**src/rtl/code_entry_pkg.sv**
```systemverilog
// Shared types and constants for the operator code-entry stage.
package code_entry_pkg;

  typedef enum logic [1:0] {
    ST_IDLE  = 2'd0,
    ST_ENTRY = 2'd1,
    ST_DONE  = 2'd2
  } state_t;

  localparam int          CODE_W  = 16;
  localparam logic [3:0]  BCD_MAX = 4'd9;

  function automatic logic is_bcd(input logic [3:0] d);
    return d <= BCD_MAX;
  endfunction

endpackage

```
**src/rtl/code_entry_if.sv**
```systemverilog
// Key/switch inputs and code/status outputs of the code-entry stage.
interface code_entry_if;
  import code_entry_pkg::*;

  logic              i_entry_en;
  logic              i_confirm;
  logic              i_clear;
  logic [3:0]        i_a;
  logic [CODE_W-1:0] o_code;
  logic [2:0]        o_digit_cnt;
  logic              o_code_valid;
  logic              o_digit_err;
  logic              o_timeout;
  logic              o_busy;

  modport slave (
    input  i_entry_en, i_confirm, i_clear, i_a,
    output o_code, o_digit_cnt, o_code_valid, o_digit_err, o_timeout, o_busy
  );

  modport master (
    output i_entry_en, i_confirm, i_clear, i_a,
    input  o_code, o_digit_cnt, o_code_valid, o_digit_err, o_timeout, o_busy
  );

endinterface

```
**src/rtl/code_entry_rise_detect.sv**
```systemverilog
// Rising-edge detector; reset value chosen so a level held through reset gives no edge.
module code_entry_rise_detect #(
  parameter logic RST_VAL = 1'b1
) (
  input  logic clk,
  input  logic rst_n,
  input  logic i_d,
  output logic o_rise
);

  logic r_q;

  always_ff @(posedge clk or negedge rst_n) begin
    if (!rst_n) r_q <= RST_VAL;
    else        r_q <= i_d;
  end

  assign o_rise = i_d & ~r_q;

endmodule

```
**src/rtl/code_entry.sv**
```systemverilog
// Operator digit entry: accepts BCD digits on confirm edges, assembles a 4-digit code.
// state | meaning: IDLE entry disabled | ENTRY collecting digits | DONE full code held
module code_entry
  import code_entry_pkg::*;
#(
  parameter int TIMEOUT_MAX = 625_000_000,
  parameter int DIGITS      = 4
) (
  input  logic        clk,
  input  logic        rst_n,
  code_entry_if.slave bus
);

  localparam int             TW         = $clog2(TIMEOUT_MAX);
  localparam logic [TW-1:0]  TIMER_LAST = TW'(TIMEOUT_MAX - 1);
  localparam logic [2:0]     LAST_DIGIT = 3'(DIGITS - 1);

  state_t            r_state;
  logic [CODE_W-1:0] r_code;
  logic [2:0]        r_cnt;
  logic [TW-1:0]     r_timer;
  logic              r_valid;
  logic              r_err;
  logic              r_to;
  logic              w_cf_edge;
  logic              w_cl_edge;

  code_entry_rise_detect #(.RST_VAL(1'b1)) u_cf_edge (
    .clk    (clk),
    .rst_n  (rst_n),
    .i_d    (bus.i_confirm),
    .o_rise (w_cf_edge)
  );

  code_entry_rise_detect #(.RST_VAL(1'b1)) u_cl_edge (
    .clk    (clk),
    .rst_n  (rst_n),
    .i_d    (bus.i_clear),
    .o_rise (w_cl_edge)
  );

  always_ff @(posedge clk or negedge rst_n) begin
    if (!rst_n) begin
      r_state <= ST_IDLE;
      r_code  <= '0;
      r_cnt   <= '0;
      r_timer <= '0;
      r_valid <= 1'b0;
      r_err   <= 1'b0;
      r_to    <= 1'b0;
    end else begin
      r_valid <= 1'b0;
      r_err   <= 1'b0;
      r_to    <= 1'b0;
      case (r_state)
        ST_IDLE: begin
          r_code  <= '0;
          r_cnt   <= '0;
          r_timer <= '0;
          if (bus.i_entry_en) r_state <= ST_ENTRY;
        end
        ST_ENTRY: begin
          if (!bus.i_entry_en) begin
            r_code  <= '0;
            r_cnt   <= '0;
            r_timer <= '0;
            r_state <= ST_IDLE;
          end else if (w_cl_edge) begin
            r_code  <= '0;
            r_cnt   <= '0;
            r_timer <= '0;
          end else if (w_cf_edge && !is_bcd(bus.i_a)) begin
            r_err <= 1'b1;
          end else if (w_cf_edge) begin
            r_code  <= {r_code[CODE_W-5:0], bus.i_a};
            r_cnt   <= r_cnt + 3'd1;
            r_timer <= '0;
            if (r_cnt == LAST_DIGIT) begin
              r_valid <= 1'b1;
              r_state <= ST_DONE;
            end
          end else if (r_cnt != 3'd0) begin
            // Abandon a partial code once the operator has been idle too long.
            if (r_timer == TIMER_LAST) begin
              r_code  <= '0;
              r_cnt   <= '0;
              r_timer <= '0;
              r_to    <= 1'b1;
            end else begin
              r_timer <= r_timer + TW'(1);
            end
          end
        end
        ST_DONE: begin
          r_timer <= '0;
          if (!bus.i_entry_en) begin
            r_code  <= '0;
            r_cnt   <= '0;
            r_state <= ST_IDLE;
          end else if (w_cl_edge) begin
            r_code  <= '0;
            r_cnt   <= '0;
            r_state <= ST_ENTRY;
          end
        end
        default: r_state <= ST_IDLE;
      endcase
    end
  end

  assign bus.o_code       = r_code;
  assign bus.o_digit_cnt  = r_cnt;
  assign bus.o_code_valid = r_valid;
  assign bus.o_digit_err  = r_err;
  assign bus.o_timeout    = r_to;
  assign bus.o_busy       = (r_state == ST_ENTRY) && (r_cnt != 3'd0);

endmodule

```
**src/flat_wrapper.sv**
```systemverilog
// flat-port wrapper written by rule: the top's interface ports become plain ports
module code_entry_flat import code_entry_pkg::*;
#(
  parameter int TIMEOUT_MAX = 625_000_000,
  parameter int DIGITS      = 4
)
  (clk, rst_n, bus_i_entry_en, bus_i_confirm, bus_i_clear, bus_i_a, bus_o_code, bus_o_digit_cnt, bus_o_code_valid, bus_o_digit_err, bus_o_timeout, bus_o_busy);
  code_entry_if bus_i ();
  input  logic clk;
  input  logic rst_n;
  input wire logic [$bits(bus_i.i_entry_en)-1:0] bus_i_entry_en;
  input wire logic [$bits(bus_i.i_confirm)-1:0] bus_i_confirm;
  input wire logic [$bits(bus_i.i_clear)-1:0] bus_i_clear;
  input wire logic [$bits(bus_i.i_a)-1:0] bus_i_a;
  output wire logic [$bits(bus_i.o_code)-1:0] bus_o_code;
  output wire logic [$bits(bus_i.o_digit_cnt)-1:0] bus_o_digit_cnt;
  output wire logic [$bits(bus_i.o_code_valid)-1:0] bus_o_code_valid;
  output wire logic [$bits(bus_i.o_digit_err)-1:0] bus_o_digit_err;
  output wire logic [$bits(bus_i.o_timeout)-1:0] bus_o_timeout;
  output wire logic [$bits(bus_i.o_busy)-1:0] bus_o_busy;
  assign bus_i.i_entry_en = bus_i_entry_en;
  assign bus_i.i_confirm = bus_i_confirm;
  assign bus_i.i_clear = bus_i_clear;
  assign bus_i.i_a = bus_i_a;
  assign bus_o_code = bus_i.o_code;
  assign bus_o_digit_cnt = bus_i.o_digit_cnt;
  assign bus_o_code_valid = bus_i.o_code_valid;
  assign bus_o_digit_err = bus_i.o_digit_err;
  assign bus_o_timeout = bus_i.o_timeout;
  assign bus_o_busy = bus_i.o_busy;
  code_entry #(.TIMEOUT_MAX(TIMEOUT_MAX), .DIGITS(DIGITS)) u_core (.clk(clk), .rst_n(rst_n), .bus(bus_i));
endmodule
```
**config.mk**
```make
export PLATFORM = sky130hd
export DESIGN_NAME = code_entry_flat
export DESIGN_NICKNAME = d
export VERILOG_FILES = /design/src/rtl/code_entry_pkg.sv /design/src/rtl/code_entry_if.sv /design/src/rtl/code_entry_rise_detect.sv /design/src/rtl/code_entry.sv /design/src/flat_wrapper.sv
export SDC_FILE = /design/constraint.sdc
export NUM_CORES = 1
export LEC_CHECK = 0
export BUFFER_PORTS_ARGS = -buffer_cell sky130_fd_sc_hd__buf_2
export CORE_MARGIN = 2
export CORE_UTILIZATION = 32
export DETAILED_ROUTE_END_ITERATION = 10
export PLACE_DENSITY = 0.49
export SYNTH_ARGS = -nofsm -noshare
export SYNTH_HDL_FRONTEND = slang
export SYNTH_HIERARCHICAL = 1
export SYNTH_SLANG_ARGS = --single-unit
```
**constraint.sdc**
```tcl
create_clock -name clk -period 3.2 [get_ports clk]
set_input_delay 0.32 -clock clk [delete_from_list [all_inputs] [get_ports clk]]
set_output_delay 0.32 -clock clk [all_outputs]
set_load 0.1 [all_outputs]
```
==> results of run 1 <==
## flip-flops by register name, indices dropped and copies added, names as in the netlist
name                     flops
u_core/bus.o_timeout         1
u_core/r_state               2
u_core/r_timer              30
u_core/bus.o_digit_cnt       3
u_core/u_cl_edge/r_q         1
u_core/bus.o_code_valid      1
u_core/u_cf_edge/r_q         1
u_core/bus.o_digit_err       1
u_core/bus.o_code           16
## where the power goes
part	total, W	leakage [nW]	internal, W	switching (W)
combinational	0.0000826	0.582	0.0000206	0.0000620
sequential	0.000716	0.773	0.000712	0.00000409
clock	0.000397	0.0485	0.000158	0.000240
total	0.00120	1.40	0.000890	0.000306
## metrics by stage
| step | instances | total power (W) | hold slack (ns) | setup WS, ns |
|---|---|---|---|---|
| global route | 449 | 0.00126 | 0.0874 | 0.585 |
| CTS | 449 | 0.00122 | 0.0717 | 0.730 |
| global placement | 441 | 0.000814 | 0.415 | 0.840 |
| finish | 449 | 0.00120 | 0.0435 | 0.753 |
| floorplan | 298 | 0.000781 | 0.0244 | 0.159 |
| detailed placement | 441 | 0.000815 | 0.420 | 0.762 |
## cell type report
class                   instances  area [um^2]  share of cell area
clock inverters                 3         22.5             0.00663
clock buffers                   5         68.8              0.0203
flip-flops and latches         56         1400               0.414
repair buffers                 35          185              0.0546
well taps                     129          161              0.0475
multi-input cells             212         1520               0.447
inverters                       9         33.8             0.00995
## cells in the mapped netlist (all sizes together) (5+ instances only)
| cell type | n | area, um^2 |
|---|---|---|
| a21oi | 7 | 50.1 |
| a22o | 18 | 158 |
| and4 | 5 | 43.8 |
| nor2b | 5 | 46.3 |
| inv | 9 | 33.8 |
| xnor2 | 13 | 114 |
| nand3 | 15 | 75.1 |
| and3 | 5 | 31.3 |
| o21ai | 10 | 53.8 |
| buf | 17 | 114 |
| nor4 | 15 | 128 |
| dfrtp | 54 | 1350 |
| nand2 | 18 | 67.6 |
| nand4 | 8 | 50.1 |
| nor2 | 21 | 83.8 |
| nor4b | 5 | 58.8 |
| o31ai | 6 | 55.1 |
## layer usage
metal  wire length (um)  share of wire
met1               3560           0.51
met4                 99          0.014
met2               3080           0.44
met3                226          0.032
met5                  0              0
## worst max-delay path: stages (launching register included)
cell	delay (ns)
dfrtp_1	0.40
ha_1	0.20
and4_1	0.36
nand3b_2	0.15
or3_1	0.55
a21oi_4	0.44
o21ba_2	0.23
## cells by family after synthesis
group | count (synthesis) | share of synthesized area
simple gates | 129 | 0.269
compound gates | 65 | 0.166
flops | 56 | 0.455
buf+inv | 30 | 0.0527
xor+xnor | 13 | 0.0369
fa+ha+maj | 4 | 0.0162
mux | 1 | 0.00365
## path summary, 6_finish.rpt
path / from / to / slack (ns) / cells past startpoint
worst max-delay path: u_core/r_timer[0] / u_core/r_timer[29] / 0.75 / 6
worst min-delay path: rst_n / u_core/bus.o_timeout / 0.04 / 1
worst max register to register: u_core/r_timer[0] / u_core/r_timer[29] / 0.75 / 6
worst min register to register: u_core/bus.o_code[14] / u_core/bus.o_code[14] / 0.51 / 1
max in group asynchronous: rst_n / u_core/r_timer[28] / 2.34 / 2
min in group clk: bus_i_clear / u_core/u_cl_edge/r_q / 0.11 / 1
==> impl_metrics.toml, run 1 <==
[logic_synthesis]
yosys_warnings = 6
ys_seq_elements = 56
avgSynthCellArea_um2 = 10.4
seq_area_frac_synth = 0.455
syn_inst = 298
synth-async-reset-ratio = 1.00
syn_nets = 311
synth_area_um2 = 3090
ys_types = 63
synth_edf_count = 0
synth_ff_type = "dfrtp_1"

[floorplan]
die_area_um2 = 10400
num_rows = 35
fp.dieW_um = 102
dieHeight_um = 102
coreArea_um2 = 9280
ios = 32
start_util = 0.332

[global_route]
use_met3 = 0.0267
grt_max_degree = 32
use_met2 = 0.214
busiest_layer = "met2"
overflow = 0
grt_pass1_wl_um = 11800
grt_pass1_vias = 2298
grtUsageMet1 = 0.207
antenna_found_initial = 0
grtUsageTotal = 0.143

[cts]
hold_buffers = 0
cts_sinks = 56
cts-root-buf = "clkbuf_8"
htree_levels = 2
insertion_delay_ns = 0.31
cts_tree = "built"
cts.clk_slew.worst_paths_ns = 0.11
numCtsBuffers = 5
cts_resized = 0
cts.path.max_buffers = 2
postCtsSetupBuffers = 0

[sta]
final_hold_viol_count = 0
worstMarginPinSlew_ns = 0.821
slew_violations = 0
fin_crit_ns = 2.45
slew_headroom = 0.452
fin_crit_sh = 0.765
skew_ns = 0.0121
rsz0062_at_grt = "no"
finalSetupTns_ns = 0
max_freq_mhz = 409
setup_viol = 0

[setup_path]
crit_type = "reg2reg"
cp_data_arrival_time_ns = 2.64
endpoint_kind = "flip-flop"
critPathMaxFanout = 14
required_ns = 3.40
startpoint_type = "flip-flop"

[cells_and_area]
fill_cells = 941
n_antenna_cell = 0
layout_common_cells = "dfrtp_1 (54), buf_2 (31), nor2_1 (19)"
drive_gt1_frac = 0.213
areaGrowthSynthToFinish_pct = 10.0
design_area_um2 = 3390
finalNetCount = 332
layout_commonest_cell = "dfrtp_1"
fin_util = 0.366

[routing]
drt_iter0_drc = 114
drt_pass1_iterations = 4
viasPerCell = 5.31
drt_wl_total_um = 6960
antenna_left = 0
wl_per_cell_um = 15.5
vias = 2383
drc_errors = 0

[placement]
place_area_um2 = 3300
place_hpwl_um = 4910
place_congestion = 0.780
port_buffers = 31

[hold_path]
hold_class = "in2async"

[pwr]
power_density_nw_per_um2 = 352
vdd_drop_max_mv = 0.173
p_leak_nw = 1.40

[run_status]
outcome = "complete, no violations"

[run]
max_cap_violations = 0
No activity file was read; power rests on OpenSTA's default activity.
==> run 2: changes to the inputs <==
==> constraint.sdc (replaced) <==
create_clock -name clk -period 2.45 [get_ports clk]
set_input_delay 0.245 -clock clk [delete_from_list [all_inputs] [get_ports clk]]
set_output_delay 0.245 -clock clk [all_outputs]
set_load 0.1 [all_outputs]
==> run 2 against run 1 <==
Against the previous run:
- clock skew is 0.0076 ns lower
- sequential power rose by 30%
- fmax up 10%
- flip-flop and latch count unchanged
- sequential share of layout area shrank 1.9 points
- cell area increased by 5.0%
- cell count increased by 3.8%
- critical endpoint unchanged
- worst setup slack got worse by 0.53 ns
- via count up 1.9%
- clock power rose by 40%
==> impl_metrics.toml, run 2 (synthesized netlist as in run 1, its figures left out) <==
[cts]
cts.clk_slew.worst_paths_ns = 0.11
cts_tree = "built"
cts-root-buf = "clkbuf_8"
htree_levels = 2
numCtsBuffers = 5
postCtsSetupBuffers = 0
cts_sinks = 56
cts.path.max_buffers = 2
insertion_delay_ns = 0.31

[cells_and_area]
layout_common_cells = "dfrtp_1 (52), buf_2 (31), buf_4 (19)"
largest-register = "u_core/r_timer"
n_antenna_cell = 0
finalNetCount = 349
largest_reg_flops = 30
drive_gt1_frac = 0.264
areaGrowthSynthToFinish_pct = 15.6
layout_commonest_cell = "dfrtp_1"
fin_cells = 466
design_area_um2 = 3570

[sta]
setup_viol = 0
finalSetupTns_ns = 0
whs_ns = 0.0328
worstMarginPinSlew_ns = 0.608
slew_headroom = 0.591
slew_violations = 0
rsz0062_at_grt = "no"
skew_ns = 0.00447
max_freq_mhz = 450
fin_crit_sh = 0.908
final_hold_viol_count = 0
fin_crit_ns = 2.22

[global_route]
grt_max_degree = 25
grt_pass1_wl_um = 12400
grt_pass1_vias = 2361
overflow = 0
grtUsageTotal = 0.151
antenna_found_initial = 0

[placement]
post-place-cells = 457
port_buffers = 31
place_congestion = 0.841
place_hpwl_um = 5290
place_area_um2 = 3450

[setup_path]
required_ns = 2.71
critPathMaxFanout = 19
startpoint_type = "flip-flop"
crit_type = "reg2reg"
critPathLaunch = "u_core/bus.o_digit_cnt[0]"
cp_data_arrival_time_ns = 2.48
worstReg2RegStart = "u_core/bus.o_digit_cnt[0]"
endpoint_kind = "flip-flop"
reg2reg_depth = 8

[pwr]
p_leak_nw = 1.50
p_sw_w = 0.000430
vdd_drop_max_mv = 0.267
p_seq_frac = 0.579
swShare = 0.267
clockPowerShare = 0.345
power_frac_comb = 0.076
power_w = 0.00161
p_int_w = 0.00118
power_density_nw_per_um2 = 452

[routing]
vias = 2429
drc_errors = 0
drt_wl_total_um = 7440
drt_pass1_iterations = 4
drt_iter0_drc = 83
viasPerCell = 5.21
antenna_left = 0
wl_per_cell_um = 16.0

[floorplan]
coreArea_um2 = 9280
dieHeight_um = 102
fp.dieW_um = 102
die_area_um2 = 10400
ios = 32
start_util = 0.332
num_rows = 35

[hold_path]
hold_depth = 1
hold_class = "in2reg"
min-delay-start = "bus_i_clear"

[run]
max_cap_violations = 0

[run_status]
outcome = "complete, no violations"
[run 2: worst max-delay path, cell delays in order (launching register included)]
cell and delay, ns:
dfrtp_2 0.44, inv_1 0.06, ha_1 0.15, or3b_2 0.45, a21oi_2 0.36, a21o_1 0.17
buf_12 0.16, a21oi_4 0.09, o21ba_2 0.27
[run 2: cell type report]
type,count,area (um^2)
Timing Repair Buffer,52,328
Sequential cell,56,1410
Fill cell,963,5720
Multi-Input combinational cell,212,1540
Clock inverter,3,28.8
Tap cell,129,161
Inverter,9,33.8
Clock buffer,5,68.8
[run 2: metrics by stage]
| stage | setup slack (ns) | util |
|---|---|---|
| 5_1_grt | 0.0825 | 0.384 |
| 3_5_place_dp | 0.111 | 0.371 |
| 3_3_place_gp | 0.143 | 0.371 |
| 4_1_cts | 0.0587 | 0.383 |
| 2_1_floorplan | 0.0945 | - |
| 6_report | 0.226 | 0.384 |
[run 2: power by group through the flow]
stage / Clock (W) / Sequential [W] / Combinational [W]
floorplan: 0 / 0.000964 / 0.0000574
CTS: 0.000589 / 0.000933 / 0.000126
detailed placement: 0 / 0.000951 / 0.000124
global placement: 0 / 0.000951 / 0.000124
global route: 0.000620 / 0.000934 / 0.000135
finish: 0.000556 / 0.000933 / 0.000122
[run 2: final timing paths]
kind / end / slack [ns]
worst min-delay path: u_core/u_cl_edge/r_q / 0.03
max in group asynchronous: u_core/u_cf_edge/r_q / 1.28
worst max-delay path: u_core/r_timer[29] / 0.23
min in group asynchronous: u_core/r_timer[22] / 0.45
worst max register to register: u_core/r_timer[29] / 0.23
worst min register to register: u_core/bus.o_code[12] / 0.51
[run 2: repair_timing]
item,4_1_cts,5_1_grt
hold buffers,1,0
hold endpoints to repair,22,0
endpoints found under the setup margin,0,3
resized for setup,0,2
[run 2: layer usage]
metal | routed length [um] | global-route usage | vias to the layer above | share of wire
met5 | 0 | 0 | - | 0
li1 | - | - | 1192 | -
met4 | 49 | 0.0369 | 0 | 0.0066
met1 | 3790 | 0.231 | 1201 | 0.51
met3 | 192 | 0.0226 | 2 | 0.026
met2 | 3400 | 0.225 | 34 | 0.46
==> run 3: changes to the inputs <==
--- a/config.mk
+++ b/config.mk
@@ -5,6 +5,7 @@
 export SDC_FILE = /design/constraint.sdc
 export NUM_CORES = 1
 export LEC_CHECK = 0
+export ABC_AREA = 1
 export BUFFER_PORTS_ARGS = -buffer_cell sky130_fd_sc_hd__buf_2
 export CORE_MARGIN = 2
 export CORE_UTILIZATION = 32
==> run 3 against run 2 <==
Against the previous run:
- routed wire length up 2.6%
- sequential share of layout area up 0.14 points
- utilization down 1.7 points
- synthesized cell count up 45%
- cell area down 0.35%
- clock-buffer cell count unchanged
- worst hold slack worse by 0.0052 ns
- fmax up 2.9%
- largest power group unchanged
==> impl_metrics.toml, run 3 <==
[cts]
postCtsSetupBuffers = 0
cts.clk_slew.worst_paths_ns = 0.11
insertion_delay_ns = 0.31
numCtsBuffers = 5
hold_buffers = 0
cts_resized = 0
cts_tree = "built"
cts.path.max_buffers = 2
cts-root-buf = "clkbuf_8"
htree_levels = 2
cts_sinks = 56

[cells_and_area]
largest-register = "u_core/r_timer"
design_area_um2 = 3550
layout_common_cells = "nand2_1 (110), nor2_1 (71), inv_1 (53)"
fill_cells = 1043
areaGrowthSynthToFinish_pct = 12.2
layout_commonest_cell = "nand2_1"
finalNetCount = 477
largest_reg_flops = 30
drive_gt1_frac = 0.159
n_antenna_cell = 0
fin_util = 0.367

[floorplan]
coreArea_um2 = 9680
die_area_um2 = 10700
dieHeight_um = 104
start_util = 0.327
fp.dieW_um = 104
num_rows = 36
ios = 32

[logic_synthesis]
synth_top_family_by_area = "simple AND/OR/NAND/NOR gates"
ys_top_cells_by_area = "dfrtp_1 (43%), nand2_1 (13%), nor2_1 (8.4%), inv_1 (6.3%), nand3_1 (5.8%)"
ys_seq_elements = 56
ys_types = 31
synth.area.mux_share = 0
synth-async-reset-ratio = 1.00
seq_area_frac_synth = 0.443
synth_ff_type = "dfrtp_1"
synth_common_cells = "nand2_1 (110), nor2_1 (71), dfrtp_1 (54), inv_1 (53), nand3_1 (37)"
synth-simple-area-share = 0.357
yosys_warnings = 6
synthAdderAreaFrac = 0.0158
synth_top_cell_area_share = 0.427
yosysMostFrequentCell = "nand2_1"
yosysTopAreaCell = "dfrtp_1"
synth_area_um2 = 3170
synth_compound_area_frac = 0.0869
syn_nets = 446
syn_inst = 433
synthXorXnorAreaFrac = 0.00553
synth_edf_count = 0
avgSynthCellArea_um2 = 7.32

[sta]
fin_crit_ns = 2.16
fin_crit_sh = 0.882
finalSetupTns_ns = 0
max_freq_mhz = 463
skew_ns = 0.0141
slew_headroom = 0.521
rsz0062_at_grt = "no"
slew_violations = 0
final_hold_viol_count = 0
whs_ns = 0.0275
worstMarginPinSlew_ns = 0.719
setup_viol = 0

[placement]
port_buffers = 31
place_area_um2 = 3460
place_hpwl_um = 5550
place_congestion = 0.901

[global_route]
antenna_found_initial = 0
overflow = 0
grt_pass1_vias = 2695
grt_pass1_wl_um = 13400
grtUsageTotal = 0.150
grt_max_degree = 57

[routing]
drt_iter0_drc = 207
drc_errors = 0
drt_pass1_iterations = 4
vias = 2781
drt_wl_total_um = 7630
viasPerCell = 4.65
antenna_left = 0
wl_per_cell_um = 12.8

[run_status]
outcome = "complete, no violations"

[setup_path]
endpoint_kind = "flip-flop"
cp_data_arrival_time_ns = 2.36
crit_type = "reg2reg"
critPathMaxFanout = 12
required_ns = 2.65
reg2reg_slack_ns = 0.29
reg2reg_depth = 10
startpoint_type = "flip-flop"

[run]
max_cap_violations = 0

[pwr]
vdd_drop_max_mv = 0.254
power_density_nw_per_um2 = 478
power_w = 0.00170
p_leak_nw = 1.66

[hold_path]
hold_class = "in2reg"
hold_depth = 1
==> run 3: cell count changes after synthesis, sizes merged, moves of 9 or more <==
cell	before	now
a22o	18	0
nand3	15	39
xnor2	13	0
o21ai	10	27
a21oi	7	16
nand2	18	115
nor2	21	76
inv	9	56
nor3	4	13
nor4	15	0
==> run 3: path summary, 6_finish.rpt <==
check	endpoint	startpoint
worst min register to register	u_core/bus.o_code[15]	u_core/bus.o_code[15]
worst min-delay path	u_core/u_cf_edge/r_q	bus_i_confirm
max in group asynchronous	u_core/bus.o_digit_cnt[1]	rst_n
worst max-delay path	u_core/r_timer[26]	u_core/r_timer[0]
worst max register to register	u_core/r_timer[26]	u_core/r_timer[0]
min in group asynchronous	u_core/r_timer[17]	rst_n
==> run 3: area by class of cell <==
class                      count  area (um^2)  area share
inverter                      56          213      0.0599
clock buffer                   5         68.8      0.0194
multi-input combinational    309         1480       0.418
sequential                    56         1410       0.396
clock inverter                 3         22.5     0.00634
timing repair buffer          36          193      0.0542
tap                          133          166      0.0468
==> run 3: kinds of logic (layout without fill, tap and decap cells) <==
| group | count (synthesis) | in the layout |
|---|---|---|
| compound gates | 46 | 46 |
| xor+xnor | 2 | 2 |
| fa+ha+maj | 4 | 4 |
| buf+inv | 68 | 100 |
| flops | 56 | 56 |
| simple gates | 257 | 257 |
==> run 3: critical path, cell delays in order (launching register included) <==
cell and delay, ns:
dfrtp_1 0.40, ha_1 0.18, nand2_1 0.09, nor2_1 0.23, nand2_1 0.10, nor2_1 0.11
nand2_1 0.08, nand3_1 0.27, nand2_2 0.27, inv_2 0.24, nor2_1 0.08
==> run 3: where the power goes <==
| group | switching (W) | leakage (nW) | internal (W) |
|---|---|---|---|
| clock | 0.000320 | 0.0485 | 0.000206 |
| sequential | 0.0000165 | 0.769 | 0.000940 |
| combinational | 0.000167 | 0.844 | 0.0000486 |
==> run 3: layer usage <==
layer	GRT usage	vias to the layer above	share of wire
li1	-	1442	-
met1	0.214	1292	0.51
met2	0.237	43	0.46
met3	0.0208	4	0.026
met4	0.0502	0	0.010
met5	0	-	0
==> run 3: through the flow <==
step | cells | worst slack, ns
3_5_place_dp | 590 | 0.272
2_1_floorplan | 433 | 0.171
5_1_grt | 598 | 0.0647
4_1_cts | 598 | 0.247
3_3_place_gp | 590 | 0.272
6_report | 598 | 0.290
